`src/rtl/pwm_ctrl_pkg.sv`:
```
// Shared types and derived constants for the PWM arm/commit front-end.
// Imported by the sequencer top and the per-channel slew limiter.
package pwm_ctrl_pkg;

    typedef enum logic [1:0] {
        ST_DISARMED = 2'd0,
        ST_ARMING   = 2'd1,
        ST_ARMED    = 2'd2,
        ST_FAILSAFE = 2'd3
    } state_e;

    // Minimum of 1 so single-entry ranges still get a real bit.
    function automatic int clog2(input int n);
        int r;
        int v;
        r = 0;
        v = 1;
        while (v < n) begin
            v = v * 2;
            r = r + 1;
        end
        return (r < 1) ? 1 : r;
    endfunction

    function automatic int duty_max(input int bits);
        return (1 << (bits - 1)) - 1;
    endfunction

    function automatic int tick_div(input int sys_clk, input int hz);
        return sys_clk / hz;
    endfunction

endpackage

```
`src/rtl/pwm_arm_sequencer_slew.sv`:
```
// One channel: committed target plus the slew-limited duty register.
// Force-idle wins over stepping; target-idle wins over loading.
module pwm_slew_limiter
    import pwm_ctrl_pkg::*;
#(
    parameter int BIT_RES   = 8,
    parameter int SLEW      = 4,
    parameter int IDLE_DUTY = 0
) (
    input  logic               clk,
    input  logic               rst,
    input  logic               i_load,
    input  logic [BIT_RES-1:0] i_shadow,
    input  logic               i_tgt_idle,
    input  logic               i_step,
    input  logic               i_force_idle,
    output logic [BIT_RES-1:0] o_duty
);

    localparam logic [BIT_RES-1:0] IDLE = BIT_RES'(IDLE_DUTY);
    localparam logic signed [BIT_RES:0] STEP = (BIT_RES+1)'(SLEW);

    logic [BIT_RES-1:0]        r_target;
    logic [BIT_RES-1:0]        r_duty;
    logic [BIT_RES-1:0]        w_next;
    logic signed [BIT_RES:0]   w_diff;

    // Extra sign bit keeps the distance exact in both directions.
    assign w_diff = $signed({1'b0, r_target}) - $signed({1'b0, r_duty});

    always_comb begin
        w_next = r_target;
        if (w_diff > STEP) begin
            w_next = r_duty + BIT_RES'(SLEW);
        end else if (w_diff < -STEP) begin
            w_next = r_duty - BIT_RES'(SLEW);
        end
    end

    always_ff @(posedge clk) begin
        if (rst) begin
            r_target <= IDLE;
            r_duty   <= IDLE;
        end else begin
            if (i_tgt_idle) begin
                r_target <= IDLE;
            end else if (i_load) begin
                r_target <= i_shadow;
            end
            if (i_force_idle) begin
                r_duty <= IDLE;
            end else if (i_step) begin
                r_duty <= w_next;
            end
        end
    end

    assign o_duty = r_duty;

endmodule

```
`src/rtl/pwm_arm_sequencer.sv`:
```
// Host duty frames -> shadow -> tick-aligned commit -> slew-limited PWM duty.
// Owns the arming, watchdog and failsafe sequencing.
module pwm_arm_sequencer
    import pwm_ctrl_pkg::*;
#(
    parameter int SYS_CLK    = 100000000,
    parameter int UPDATE_HZ  = 1000,
    parameter int CHANNELS   = 4,
    parameter int BIT_RES    = 8,
    parameter int SLEW       = 4,
    parameter int ARM_TICKS  = 50,
    parameter int WDOG_TICKS = 100,
    parameter int IDLE_DUTY  = 0
) (
    input  logic                        clk,
    input  logic                        rst,
    input  logic                        arm_req,
    input  logic                        wr_valid,
    output logic                        wr_ready,
    input  logic [clog2(CHANNELS)-1:0]  wr_ch,
    input  logic [BIT_RES-1:0]          wr_duty,
    input  logic                        wr_last,
    output logic [CHANNELS*BIT_RES-1:0] duty_out,
    output logic                        pwm_ena,
    output logic [1:0]                  state,
    output logic                        failsafe,
    output logic                        tick
);

    localparam int TDIV = tick_div(SYS_CLK, UPDATE_HZ);
    localparam int TW   = clog2(TDIV);
    localparam int AW   = clog2(ARM_TICKS + 1);
    localparam int WW   = clog2(WDOG_TICKS + 1);
    localparam logic [BIT_RES-1:0] DMAX = BIT_RES'(duty_max(BIT_RES));
    localparam logic [BIT_RES-1:0] IDLE = BIT_RES'(IDLE_DUTY);

    state_e             r_state;
    state_e             w_nxt;
    logic [TW-1:0]      r_tick_cnt;
    logic [AW-1:0]      r_arm_cnt;
    logic [WW-1:0]      r_wdog;
    logic               r_pending;
    logic               r_wr_ready;
    logic               r_pwm_ena;
    logic               r_failsafe;
    logic [BIT_RES-1:0] r_shadow [CHANNELS];
    logic [BIT_RES-1:0] w_duty   [CHANNELS];
    logic [BIT_RES-1:0] w_clamped;
    logic               w_tick;
    logic               w_acc;
    logic               w_commit;
    logic               w_disarm;
    logic               w_all_idle;
    logic               w_slew_en;
    logic               w_tgt_idle;

    assign w_tick     = (r_tick_cnt == TW'(TDIV - 1));
    assign w_acc      = wr_valid & r_wr_ready;
    assign w_commit   = w_tick & r_pending & (r_state == ST_ARMED);
    assign w_disarm   = (w_nxt == ST_DISARMED);
    assign w_slew_en  = w_tick & ((r_state == ST_ARMED) | (r_state == ST_FAILSAFE));
    assign w_tgt_idle = w_disarm | (r_state == ST_FAILSAFE);
    assign w_clamped  = (wr_duty > DMAX) ? DMAX : wr_duty;

    always_comb begin
        w_all_idle = 1'b1;
        for (int k = 0; k < CHANNELS; k++) begin
            if (w_duty[k] != IDLE) w_all_idle = 1'b0;
        end
    end

    always_comb begin
        w_nxt = r_state;
        unique case (r_state)
            ST_DISARMED: if (arm_req) w_nxt = ST_ARMING;
            ST_ARMING: begin
                if (!arm_req) w_nxt = ST_DISARMED;
                else if (w_tick && r_arm_cnt == AW'(ARM_TICKS - 1)) w_nxt = ST_ARMED;
            end
            ST_ARMED: begin
                if (!arm_req) w_nxt = ST_DISARMED;
                else if (w_tick && !w_commit && r_wdog == WW'(WDOG_TICKS - 1))
                    w_nxt = ST_FAILSAFE;
            end
            ST_FAILSAFE: if (!arm_req && w_all_idle) w_nxt = ST_DISARMED;
            default: w_nxt = ST_DISARMED;
        endcase
    end

    always_ff @(posedge clk) begin
        if (rst) begin
            r_state    <= ST_DISARMED;
            r_tick_cnt <= '0;
            r_arm_cnt  <= '0;
            r_wdog     <= '0;
            r_pending  <= 1'b0;
            r_wr_ready <= 1'b0;
            r_pwm_ena  <= 1'b0;
            r_failsafe <= 1'b0;
            for (int k = 0; k < CHANNELS; k++) r_shadow[k] <= IDLE;
        end else begin
            r_state    <= w_nxt;
            r_wr_ready <= (w_nxt == ST_ARMING) || (w_nxt == ST_ARMED);
            r_pwm_ena  <= (w_nxt != ST_DISARMED);
            r_failsafe <= (w_nxt == ST_FAILSAFE);
            r_tick_cnt <= w_tick ? '0 : r_tick_cnt + 1'b1;

            if (r_state != ST_ARMING) r_arm_cnt <= '0;
            else if (w_tick) r_arm_cnt <= r_arm_cnt + 1'b1;

            if (r_state != ST_ARMED || w_commit) r_wdog <= '0;
            else if (w_tick) r_wdog <= r_wdog + 1'b1;

            // A last beat landing on the commit tick re-arms the next commit.
            if (w_disarm) r_pending <= 1'b0;
            else if (w_acc && wr_last) r_pending <= 1'b1;
            else if (w_commit) r_pending <= 1'b0;

            for (int k = 0; k < CHANNELS; k++) begin
                if (w_disarm) r_shadow[k] <= IDLE;
                else if (w_acc && int'(wr_ch) == k) r_shadow[k] <= w_clamped;
            end
        end
    end

    for (genvar k = 0; k < CHANNELS; k++) begin : g_ch
        pwm_slew_limiter #(
            .BIT_RES   (BIT_RES),
            .SLEW      (SLEW),
            .IDLE_DUTY (IDLE_DUTY)
        ) u_slew (
            .clk          (clk),
            .rst          (rst),
            .i_load       (w_commit),
            .i_shadow     (r_shadow[k]),
            .i_tgt_idle   (w_tgt_idle),
            .i_step       (w_slew_en),
            .i_force_idle (w_disarm),
            .o_duty       (w_duty[k])
        );
        assign duty_out[k*BIT_RES +: BIT_RES] = w_duty[k];
    end

    assign wr_ready = r_wr_ready;
    assign pwm_ena  = r_pwm_ena;
    assign failsafe = r_failsafe;
    assign state    = r_state;
    assign tick     = w_tick;

endmodule
```
`config.mk`:
```
export PLATFORM = sky130hd
export DESIGN_NAME = pwm_arm_sequencer
export DESIGN_NICKNAME = d
export VERILOG_FILES = /design/src/rtl/pwm_ctrl_pkg.sv /design/src/rtl/pwm_arm_sequencer_slew.sv /design/src/rtl/pwm_arm_sequencer.sv
export SDC_FILE = /design/constraint.sdc
export NUM_CORES = 1
export LEC_CHECK = 0
export BUFFER_PORTS_ARGS = -buffer_cell sky130_fd_sc_hd__buf_2
export CAP_MARGIN = 20
export CELL_PAD_IN_SITES_DETAIL_PLACEMENT = 0
export CELL_PAD_IN_SITES_GLOBAL_PLACEMENT = 2
export CORE_MARGIN = 1
export CORE_UTILIZATION = 35
export DETAILED_ROUTE_END_ITERATION = 12
export PLACE_DENSITY_LB_ADDON = 0.1
export SYNTH_ARGS = -nofsm -noshare
export SYNTH_HDL_FRONTEND = slang
export SYNTH_SLANG_ARGS = --single-unit
export TNS_END_PERCENT = 1
```
`constraint.sdc`:
```
create_clock -name clk -period 4.5 [get_ports clk]
set_input_delay 0.675 -clock clk [delete_from_list [all_inputs] [get_ports clk]]
set_output_delay 0.675 -clock clk [all_outputs]
set_load 0.02 [all_outputs]
```
==> flow_metrics.tcl, run 1 <==
set metrics [dict create \
    route.vias.total 7043 \
    rsz0062_at_grt "no" \
    final-seq-area_sq_mm 0.00296 \
    crit_fanout 17 \
    cts-root-buf "clkbuf_16" \
    critPathArrivalTime_ns 3.91 \
    top_level_ports 53 \
    netlist_area_sq_mm 0.00806 \
    post_cts_buffers 0 \
    track_usage 0.200 \
    rrSetupSlack_ns 0.67 \
    hold_path_class "register to register" \
    yosysUniqueCellTypes 85 \
    drtIter0Drc 385 \
    ir_drop_mv 0.274 \
    crit_path_cell_trace "nor4_1 -> nand3_1 -> nor4_1 -> a41oi_1 -> a31o_2 -> a41oi_1 -> ha_1 -> or2_2 -> inv_1 -> nand2_1" \
    grt_max_degree 34 \
    insertion_delay_ns 0.42 \
    internal-power_mw 2.28 \
    cts_num_sinks 132 \
    numPortBuffers 52 \
    synth-seq-area-share 0.367 \
    numCtsBuffers 17 \
    criticalPathCategory "register to register" \
    combPwrFrac 0.020 \
    slew_headroom 0.523 \
    grt_pass1_wl_mm 37.0 \
    dieArea_sq_mm 0.0236 \
    period_share 0.852 \
    status "complete, no violations" \
    finish.utilization 0.413 \
    tightest_slew_ns 0.714 \
    powerDensity_mw_per_mm2 308 \
    fin_crit_ns 3.83 \
    power.leakage_nw 3.53 \
    syn_inst 966 \
    avgSynthCellArea_sq_um 8.35 \
    drt_pre_antenna_iters 5 \
    grt_pass1_vias 6835 \
    wl_mm 23.0 \
    start_util 0.356 \
    drv_slew 0 \
    p_switching_mw 0.597 \
    fin_nets 1084 \
    fp.dieH_um 154 \
    p_seq_frac 0.431 \
    synth_edf_count 32 \
    multi_input_area_sq_mm 0.00479 \
    final_hold_viol_count 0 \
    ctsResizeCount 0 \
    yosysWarnings 0 \
    ant_nets 0 \
    ys_ff_latch 132 \
    cp.required_ns 4.58 \
    row_count 55 \
    final_area_sq_mm 0.00935 \
    fill_cells 2311 \
    cts_max_level 4 \
    core-area_sq_mm 0.0226 \
    cts_tree "done" \
    cap_violations 0 \
    holdWs_ns 0.472 \
    async_reset_ff_frac 0 \
    slowest_delay_ns 0.62 \
    viasPerCell 5.36 \
    switching_share 0.207 \
    drc 0 \
    overflow 0 \
    start_kind "register" \
    clock.fmax_mhz 261 \
    antenna_found_initial 0 \
    fin_skew_ns 0.0114 \
    hold_buffers 0 \
    clockBufferDepth 2 \
    ys.flop_type "dfxtp_1" \
    wl_per_cell_um 17.5 \
    cpMaxStageDelayCell "nor4_1" \
    antenna_cells 0 \
    critical_path_buf_inv_count 1 \
    setup_viol 0 \
    syn_to_final_growth_pct 15.9 \
    setup_tns_ns 0 \
    cpLargestDelayFamily "simple AND/OR/NAND/NOR gates" \
    place_area_sq_mm 0.00865 \
    drive_gt1_frac 0.123 \
    clkPwrFrac 0.549 \
    clk_pin_slew_ns 0.06 \
    hpwl_mm 16.8 \
    end_kind "register" \
    gp_routability_congestion 0.773 \
    fp.dieW_um 154 \
]
area by class of cell:
| type | count | area share |
|---|---|---|
| inverters | 51 | 0.0205 |
| clock buffers | 24 | 0.0594 |
| repair buffers | 64 | 0.0383 |
| multi-input cells | 749 | 0.513 |
| flip-flops and latches | 132 | 0.317 |
| well taps | 285 | 0.0382 |
| clock inverters | 8 | 0.0139 |
logic make-up after synthesis:
| group | synth area share |
|---|---|
| fa+ha+maj | 0.0875 |
| mux | 0.0247 |
| other cells | 0.000465 |
| buf+inv | 0.0417 |
| xor+xnor | 0.0391 |
| simple gates | 0.257 |
| flops | 0.367 |
| compound gates | 0.182 |
worst paths after layout:
path,startpoint,end,depth (start not counted)
worst min-delay path,g_ch[0].u_slew.r_target[0]$_SDFFE_PP0P_,g_ch[0].u_slew.r_target[0]$_SDFFE_PP0P_,2
worst max register to register,g_ch[0].u_slew.o_duty[4]$_SDFFE_PP0P_,r_shadow[3][7]$_SDFFCE_PN0P_,10
worst min register to register,g_ch[0].u_slew.r_target[0]$_SDFFE_PP0P_,g_ch[0].u_slew.r_target[0]$_SDFFE_PP0P_,2
worst max-delay path,g_ch[0].u_slew.o_duty[4]$_SDFFE_PP0P_,r_shadow[3][7]$_SDFFCE_PN0P_,10
sequential cells by signal, indices dropped and copies added (netlist names):
signal	flops
g_ch.u_slew.o_duty	32
g_ch.u_slew.r_target	32
r_shadow	32
r_tick_cnt	17
r_wdog	7
r_arm_cnt	6
state	2
failsafe	1
pwm_ena	1
r_pending	1
wr_ready	1
power groups by stage:
stage	clock [mW]	sequential, mW	combinational (mW)
after detailed placement	0	1.27	0.0572
final	1.58	1.24	0.0565
after global routing	1.67	1.24	0.0627
after CTS	1.61	1.24	0.0575
after floorplan	0	1.26	0.0292
after global placement	0	1.27	0.0567
placed cells by master, fill, tap and decap left out, types with 6 or more instances in the layout:
| cell | netlist | layout |
|---|---|---|
| nand2_1 | 127 | 127 |
| nor2_1 | 102 | 102 |
| dfxtp_1 | 100 | 100 |
| a21oi_1 | 91 | 91 |
| buf_2 | 5 | 52 |
| inv_1 | 51 | 51 |
| ha_1 | 50 | 50 |
| nand3_1 | 39 | 39 |
| o21ai_0 | 37 | 37 |
| edfxtp_1 | 32 | 32 |
| clkbuf_16 | 0 | 20 |
| xor2_1 | 18 | 18 |
| xnor2_1 | 18 | 18 |
| nor3_1 | 17 | 17 |
| nor2b_1 | 17 | 17 |
| nand2b_1 | 16 | 16 |
| and3_1 | 13 | 13 |
| nor4_1 | 12 | 12 |
| buf_4 | 0 | 11 |
| or3_1 | 10 | 10 |
| nand4_1 | 9 | 9 |
| a211oi_1 | 9 | 9 |
| a31oi_1 | 9 | 9 |
| nor3b_1 | 8 | 8 |
| o31ai_1 | 8 | 8 |
| o22ai_1 | 7 | 7 |
| or4_1 | 6 | 6 |
| mux2i_1 | 6 | 6 |
metrics by stage:
stage / setup slack, ns / power (mW) / cells
4_1_cts: 0.630 / 2.91 / 1312
5_1_grt: 0.398 / 2.97 / 1313
3_3_place_gp: 0.756 / 1.32 / 1280
3_5_place_dp: 0.658 / 1.32 / 1280
2_1_floorplan: 0.739 / 1.29 / 969
6_report: 0.668 / 2.88 / 1313
routing by layer:
layer  vias up  GRT usage  wire, um
met1      3349      0.266     11300
met4         0     0.0438       185
met3        14     0.0349       718
met2       102      0.337     10800
li1       3578          -         -
met5         -          0         0
cells in the mapped netlist, drive strengths merged, types with 5 or more instances:
cell type,count,area (sq um)
a211oi,9,67.6
nor2b,18,120
nand2b,17,114
ha,50,626
mux2i,7,82.6
edfxtp,32,961
inv,51,191
a31oi,9,56.3
and3,13,81.3
a21oi,92,464
nor3,19,105
dfxtp,100,2000
o31ai,8,60.1
nand3b,5,37.5
xnor2,18,158
nor4b,5,50.0
nor2,102,383
nor4,14,100
clkbuf,32,120
xor2,18,158
nand2,128,488
o21ai,37,185
o22ai,7,43.8
nand4,9,56.3
or3,10,62.6
buf,5,25.0
nor3b,9,72.6
a221oi,5,43.8
or4,7,56.3
nand3,39,195
or2,6,37.5
tightest hold or removal path: stages (launching register included):
cell and delay, ns:
dfxtp_1 0.32, nand2_1 0.06, a21oi_1 0.05
No activity file was read; power rests on OpenSTA's default activity.
==> run 2, diff against run 1 <==
--- a/config.mk
+++ b/config.mk
@@ -12,7 +12,7 @@
 export CORE_MARGIN = 1
 export CORE_UTILIZATION = 35
 export DETAILED_ROUTE_END_ITERATION = 12
-export PLACE_DENSITY_LB_ADDON = 0.1
+export PLACE_DENSITY = 0.78
 export SYNTH_ARGS = -nofsm -noshare
 export SYNTH_HDL_FRONTEND = slang
 export SYNTH_SLANG_ARGS = --single-unit
==> flow_metrics.tcl, run 2 (synthesized netlist as in run 1, its figures left out) <==
set metrics [dict create \
    status "complete, no violations" \
    powerDensity_mw_per_mm2 297 \
    viasPerCell 5.46 \
    antenna_cells 0 \
    core-area_sq_mm 0.0226 \
    setup_viol 0 \
    drt_pre_antenna_iters 7 \
    fp.dieW_um 154 \
    syn_to_final_growth_pct 15.3 \
    tightest_slew_ns 0.963 \
    cts_num_sinks 132 \
    clock.fmax_mhz 255 \
    cts_max_level 4 \
    ctsResizeCount 0 \
    row_count 55 \
    dieArea_sq_mm 0.0236 \
    cts_tree "done" \
    numCtsBuffers 17 \
    finish.utilization 0.411 \
    fp.dieH_um 154 \
    fin_skew_ns 0.00692 \
    period_share 0.870 \
    wl_mm 22.6 \
    clk_pin_slew_ns 0.06 \
    insertion_delay_ns 0.42 \
    cts-root-buf "clkbuf_16" \
    antenna_found_initial 0 \
    numPortBuffers 52 \
    critPathArrivalTime_ns 4.00 \
    fin_crit_ns 3.92 \
    start_kind "register" \
    hold_path_class "register to register" \
    drtIter0Drc 424 \
    drc 0 \
    route.vias.total 7177 \
    end_kind "register" \
    final_common_cell "nand2_1" \
    clockBufferDepth 2 \
    power.leakage_nw 3.51 \
    cap_violations 0 \
    setup_tns_ns 0 \
    cp.required_ns 4.58 \
    crit_fanout 17 \
    hpwl_mm 16.9 \
    hold_buffers 0 \
    total_power_mw 2.76 \
    overflow 0 \
    layout_common_cells "nand2_1, nor2_1, dfxtp_1" \
    grt_max_degree 34 \
    fin_nets 1085 \
    ant_nets 0 \
    track_usage 0.196 \
    slew_headroom 0.353 \
    wl_per_cell_um 17.2 \
    post_cts_buffers 0 \
    drv_slew 0 \
    grt_pass1_wl_mm 36.3 \
    top_level_ports 53 \
    start_util 0.356 \
    ir_drop_mv 0.258 \
    criticalPathCategory "register to register" \
    drive_gt1_frac 0.123 \
    grt_pass1_vias 6679 \
    final_hold_viol_count 0 \
    rsz0062_at_grt "no" \
    gp_routability_congestion 0.825 \
]
[run 2: final cells by class]
type | count | area (sq um)
fill | 2330 | 13300
timing repair buffer | 65 | 365
multi-input combinational | 749 | 4790
inverter | 51 | 191
clock inverter | 12 | 136
tap | 285 | 357
clock buffer | 20 | 489
sequential | 132 | 2960
[run 2: path summary, 6_finish.rpt]
| kind | start | endpoint | slack [ns] | depth (start not counted) |
|---|---|---|---|---|
| max | r_tick_cnt[10]$_SDFF_PP0_ | r_shadow[1][7]$_SDFFCE_PN0P_ | 0.58 | 10 |
| min | g_ch[2].u_slew.r_target[0]$_SDFFE_PP0P_ | g_ch[2].u_slew.r_target[0]$_SDFFE_PP0P_ | 0.48 | 2 |
| max reg2reg | r_tick_cnt[10]$_SDFF_PP0_ | r_shadow[1][7]$_SDFFCE_PN0P_ | 0.58 | 10 |
| min reg2reg | g_ch[2].u_slew.r_target[0]$_SDFFE_PP0P_ | g_ch[2].u_slew.r_target[0]$_SDFFE_PP0P_ | 0.48 | 2 |
[run 2: metal layers]
layer,vias up,share of wire,track usage
li1,3583,-,-
met1,3435,0.49,0.265
met2,136,0.46,0.318
met3,23,0.031,0.0327
met4,0,0.014,0.0605
met5,-,0,0
[run 2: power by group]
group          internal, mW  total (mW)  switching (mW)
clock network         0.905        1.46           0.555
logic                0.0149      0.0562          0.0412
registers              1.23        1.24         0.00903
total                  2.15        2.76           0.605
[run 2: through the flow]
stage | cells | setup WS (ns) | hold slack [ns] | instance area [sq um]
CTS | 1314 | 0.613 | 0.483 | 9290
global route | 1314 | 0.381 | 0.495 | 9290
floorplan | 969 | 0.739 | 0.444 | 8070
finish | 1314 | 0.583 | 0.478 | 9290
detailed placement | 1282 | 0.631 | 0.472 | 8670
global placement | 1281 | 0.685 | 0.468 | 8650
[run 2: critical path, stage by stage, from the launching register on]
cell     delay [ns]
dfxtp_1        0.39
or4b_1         0.61
nor3_1         0.41
buf_4          0.21
nand4_1        0.09
a31o_2         0.26
a41oi_1        0.26
ha_1           0.19
or2_2          0.31
inv_1          0.42
nand2_1        0.42
